File: src/rtl/ps2_keystroke_decoder.sv
// PS/2 keyboard receiver that turns make/break scan codes into the 5-bit Tron
// direction code, holding the last pressed mapped key until it is released.
module ps2_keystroke_decoder #(
  parameter int FILTER_LEN     = 4,
  parameter int TIMEOUT_CYCLES = 20000
) (
  input  logic       clkout,
  input  logic       reset,
  input  logic       ps2_clk,
  input  logic       ps2_data,
  output logic [4:0] keystroke,
  output logic       key_valid,
  output logic       frame_error
);

  localparam int FLT_W = $clog2(FILTER_LEN + 1);
  localparam int TO_W  = $clog2(TIMEOUT_CYCLES + 1);
  localparam logic [4:0] IDLE_CODE = 5'h1F;

  // Returns {mapped, code}; extended (E0) codes are only the four arrow keys.
  function automatic logic [5:0] map_key(input logic [7:0] code, input logic ext);
    logic [5:0] r;
    r = {1'b0, IDLE_CODE};
    if (ext) begin
      case (code)
        8'h75:   r = {1'b1, 5'd4};
        8'h72:   r = {1'b1, 5'd5};
        8'h6B:   r = {1'b1, 5'd6};
        8'h74:   r = {1'b1, 5'd7};
        default: r = {1'b0, IDLE_CODE};
      endcase
    end else begin
      case (code)
        8'h1D:   r = {1'b1, 5'd0};
        8'h1B:   r = {1'b1, 5'd1};
        8'h1C:   r = {1'b1, 5'd2};
        8'h23:   r = {1'b1, 5'd3};
        8'h29:   r = {1'b1, 5'd8};
        default: r = {1'b0, IDLE_CODE};
      endcase
    end
    return r;
  endfunction

  function automatic logic odd_ones(input logic [8:0] v);
    return ^v;
  endfunction

  logic             clk_meta_r, clk_sync_r, data_meta_r, data_sync_r;
  logic             clk_filt_r;
  logic [FLT_W-1:0] filt_cnt_r;
  logic [3:0]       bit_cnt_r;
  logic [9:0]       shift_r;
  logic [TO_W-1:0]  to_cnt_r;
  logic             ext_r, brk_r;
  logic [4:0]       keystroke_r;
  logic             key_valid_r, frame_error_r;

  logic             flt_done_s, strobe_s, last_bit_s, frame_ok_s, timeout_s;
  logic [5:0]       map_s;

  // Filter/strobe detection, frame checks and key lookup.
  always_comb begin
    flt_done_s = (clk_sync_r != clk_filt_r) && (filt_cnt_r == FLT_W'(FILTER_LEN - 1));
    strobe_s   = flt_done_s && clk_filt_r;
    last_bit_s = (bit_cnt_r == 4'd10);
    frame_ok_s = (shift_r[0] == 1'b0) && data_sync_r && odd_ones(shift_r[9:1]);
    map_s      = map_key(shift_r[8:1], ext_r);
    timeout_s  = (bit_cnt_r != 4'd0) && (to_cnt_r == TO_W'(TIMEOUT_CYCLES - 1));
  end

  // Synchronizers and glitch filter on the keyboard clock; lines idle high.
  always_ff @(posedge clkout) begin
    if (reset) begin
      clk_meta_r  <= 1'b1;
      clk_sync_r  <= 1'b1;
      data_meta_r <= 1'b1;
      data_sync_r <= 1'b1;
      clk_filt_r  <= 1'b1;
      filt_cnt_r  <= '0;
    end else begin
      clk_meta_r  <= ps2_clk;
      clk_sync_r  <= clk_meta_r;
      data_meta_r <= ps2_data;
      data_sync_r <= data_meta_r;
      if (clk_sync_r == clk_filt_r) begin
        filt_cnt_r <= '0;
      end else if (flt_done_s) begin
        clk_filt_r <= clk_sync_r;
        filt_cnt_r <= '0;
      end else begin
        filt_cnt_r <= filt_cnt_r + FLT_W'(1);
      end
    end
  end

  // Bit collection; the stop bit is checked live on the 11th strobe.
  always_ff @(posedge clkout) begin
    if (reset) begin
      bit_cnt_r <= 4'd0;
      shift_r   <= 10'd0;
      to_cnt_r  <= '0;
    end else if (strobe_s) begin
      to_cnt_r <= '0;
      if (last_bit_s) begin
        bit_cnt_r <= 4'd0;
      end else begin
        bit_cnt_r <= bit_cnt_r + 4'd1;
        shift_r   <= {data_sync_r, shift_r[9:1]};
      end
    end else if (bit_cnt_r == 4'd0) begin
      to_cnt_r <= '0;
    end else if (timeout_s) begin
      bit_cnt_r <= 4'd0;
      to_cnt_r  <= '0;
    end else begin
      to_cnt_r <= to_cnt_r + TO_W'(1);
    end
  end

  // Prefix tracking and make/break handling of each completed frame.
  always_ff @(posedge clkout) begin
    if (reset) begin
      keystroke_r   <= IDLE_CODE;
      key_valid_r   <= 1'b0;
      frame_error_r <= 1'b0;
      ext_r         <= 1'b0;
      brk_r         <= 1'b0;
    end else begin
      key_valid_r   <= 1'b0;
      frame_error_r <= 1'b0;
      if (strobe_s && last_bit_s) begin
        if (!frame_ok_s) begin
          frame_error_r <= 1'b1;
          ext_r         <= 1'b0;
          brk_r         <= 1'b0;
        end else if (shift_r[8:1] == 8'hE0) begin
          ext_r <= 1'b1;
        end else if (shift_r[8:1] == 8'hF0) begin
          brk_r <= 1'b1;
        end else begin
          ext_r <= 1'b0;
          brk_r <= 1'b0;
          if (map_s[5]) begin
            if (!brk_r) begin
              keystroke_r <= map_s[4:0];
              key_valid_r <= 1'b1;
            end else if (map_s[4:0] == keystroke_r) begin
              keystroke_r <= IDLE_CODE;
            end
          end
        end
      end
    end
  end

  assign keystroke   = keystroke_r;
  assign key_valid   = key_valid_r;
  assign frame_error = frame_error_r;

endmodule

File: config.mk
export PLATFORM = sky130hd
export DESIGN_NAME = ps2_keystroke_decoder
export DESIGN_NICKNAME = d
export VERILOG_FILES = /design/src/rtl/ps2_keystroke_decoder.sv
export SDC_FILE = /design/constraint.sdc
export NUM_CORES = 1
export LEC_CHECK = 0
export BUFFER_PORTS_ARGS = -buffer_cell sky130_fd_sc_hd__buf_4
export CAP_MARGIN = 5
export CORE_MARGIN = 5
export CORE_UTILIZATION = 35
export DETAILED_ROUTE_END_ITERATION = 16
export PLACE_DENSITY = 0.61
export SLEW_MARGIN = 20
export SYNTH_ARGS = -nofsm -noshare
export SYNTH_HDL_FRONTEND = slang
export SYNTH_SLANG_ARGS = --single-unit
File: constraint.sdc
create_clock -name clkout -period 3.7 [get_ports clkout]
set_input_delay 0 -clock clkout [delete_from_list [all_inputs] [get_ports clkout]]
set_output_delay 0 -clock clkout [all_outputs]
set_load 0.02 [all_outputs]
==> metrics.txt <==
Vert. Die Dim=about 95 um; P_sw=approximately 180 uW; total of max-cap violations=0; syn nets=approximately 310; DR vias=roughly 1900; Synth Warn #=0; Layout Nets=between 300 and 400; layout cell share with drive strength beyond 1=approximately 12%; placed insts=between 300 and 400; Clock Path Buffers=2; Critical Path AT=between 2 and 3 ns; antenna fix cells=0; # fillers=682; Post-CTS Setup Bufs=0; die area=roughly 9000 um^2; clock power share=around 43%; HP Class=input port to flop; WHS=roughly 0.056 ns; post-CTS sizing=0; EDFF count, synth=0; GRT overflow=0; Pre-antenna DRT Iters=4; r2r setup slk=1.35 ns; Setup-failing EPs final=0; # rows=30; CTS tree=yes; per-cell routed wire length=~12 um; Hold Path Origin=reset; boundary pin count=11; switching share of power=20.8%; Max Clock Freq=0.425 GHz; setup ws final=~1.3 ns; Hold Buf Count CTS=2; total track usage=between 10% and 20%; most frequent cells in the layout=dfxtp_1 (46), nand2_1 (35), nor2_1 (30); #FFs+latches synth=46; count of final hold-check violations=0; worst relative slew slack=67.5%; part of the cycle the worst path needs=a little under two thirds; Post-synth top flop=dfxtp_1; Sequential Power Share=between 50% and 60%; Clock Sink Count=46; Layout Skew=~0.0063 ns; DRT iter0 DRCs=83; leakage power=~0.96 nW; Cell Area, Synth=~2500 um^2; CP Class=flop to flop; Port Buf Inserts=10; Worst Setup SP=shift_r[1]; r2r startpoint=shift_r[1]; initial antenna violation count=0; Synth Instances=around 290; Root Buffer=clkbuf_8; Detailed Place HPWL=3350 um; P_int=between 700 and 800 uW; first-pass GRT wire length=slightly below 8000 um; Initial Util=between 30% and 40%; Post-Syn Area per Cell=between 8 and 9 um^2; Critical Path End Type=flop; power share of the combinational group=1.5%; RSZ-0062 raised after global routing=false; run status=completed; Post-Layout Inst Area=roughly 2800 um^2; wirelength, routed=between 4000 and 5000 um; Reg clk slew, reported paths=roughly 0.09 ns; Slew Viols, Final=0; Crit path required time=3.88 ns; Slew @ Worst Pin=a little under 0.5 ns; IR drop worst, VDD=0.000141 V; core region area=6870 um^2; Post-synth ARST share=0%; detailed-route DRC error count=0; routability cong.=0.835; final core occ=roughly two fifths; Seq/Total Area, Yosys=between 30% and 40%; detailed-route vias per instance=4.95; pwr/cell area=between 300 and 400 nW/um^2; final cell count without fillers=around 390; Area Growth Syn to Fin=10.2%; setup TNS=0 ns; Pwr Total=890 uW; largest net degree at the start of global routing=29; clk_lat worst skew=~0.30 ns; fin crit period=about 2.4 ns; worst-path fanout max=6; die width=approximately 95 um; CTS Buf Count=5; number of nets with antenna violations after routing=0; maximum level of the CTS H-tree=2; Setup crit start kind=flop; synth unique cells=55; most common cell after layout, fill and taps aside=dfxtp_1; vias in the first global route=between 1500 and 2000; placed inst area=around 2600 um^2; Place WS=around 1.4 ns
-- registers in the layout, summed over array words and instances (netlist names), 3 cells and up --
register / cells
keystroke: 5
filt_cnt_r: 3
shift_r: 10
bit_cnt_r: 4
to_cnt_r: 15
-- final timing paths --
check / endpoint / cells after the start
hold reg to reg: clk_sync_r / 1
hold / removal: bit_cnt_r[1] / 2
setup / recovery: keystroke[0] / 8
setup reg to reg: keystroke[0] / 8
-- layout make-up --
class / instances / area, um^2 / share of cell area [%]
clock buffers: 5 / 68.8 / 2.49
clock inverters: 3 / 43.8 / 1.58
repair buffers: 12 / 95.1 / 3.44
well taps: 96 / 120 / 4.35
multi-input cells: 212 / 1450 / 52.5
inverters: 17 / 63.8 / 2.31
flip-flops and latches: 46 / 921 / 33.3
-- power groups by stage --
stage / clock network [mW] / registers, mW / logic, mW
2_1_floorplan: 0 / 0.509 / 0.00928
3_3_place_gp: 0 / 0.510 / 0.0117
3_5_place_dp: 0 / 0.510 / 0.0118
4_1_cts: 0.395 / 0.498 / 0.0134
5_1_grt: 0.411 / 0.498 / 0.0147
6_report: 0.379 / 0.498 / 0.0132
-- metal layers --
layer	share of wire (%)	vias to the layer above	wire, um	global-route usage (%)
met4	1.8	0	81	3.97
li1	-	1015	-	-
met3	4.1	10	185	2.71
met1	50	879	2270	14.2
met2	44	33	1980	17.4
met5	0	-	0	0
-- cells by family after synthesis --
family,Yosys count,synth area share (%)
AOI/OAI and AO/OA,47,14.0
xor gates and xnor gates,19,7.53
adders and majority gates,20,9.98
buffers and inverters,27,5.39
DFF,46,36.7
muxes,3,1.20
and+or+nand+nor,123,25.2
-- synth_stat cells (all sizes together) (3+ instances only) --
| library cell | count | area (um^2) |
|---|---|---|
| or3 | 4 | 26.3 |
| clkbuf | 7 | 46.3 |
| mux2i | 3 | 30.0 |
| xnor2 | 8 | 77.6 |
| ha | 20 | 250 |
| nor3 | 5 | 25.0 |
| nor2 | 30 | 113 |
| nor4b | 3 | 32.5 |
| inv | 17 | 63.8 |
| o21ai | 4 | 20.0 |
| nand3b | 3 | 22.5 |
| dfxtp | 46 | 921 |
| nand4 | 7 | 43.8 |
| nor4 | 3 | 18.8 |
| nand2 | 35 | 131 |
| o211ai | 4 | 35.0 |
| and4 | 3 | 26.3 |
| a22oi | 4 | 35.0 |
| nand4b | 3 | 26.3 |
| xor2 | 10 | 87.6 |
| a21oi | 17 | 85.1 |
| nand3 | 12 | 60.1 |
| or2 | 5 | 33.8 |
-- critical path, stage by stage, from the launching register on --
cell and delay [ns]:
dfxtp_1 0.42, inv_1 0.09, ha_1 0.31, xnor3_2 0.38, xnor2_2 0.17, o2111ai_2 0.20
or2_4 0.30, nor4b_1 0.30, nor3_1 0.07
Note: power is estimated with default switching activity, not from simulation.
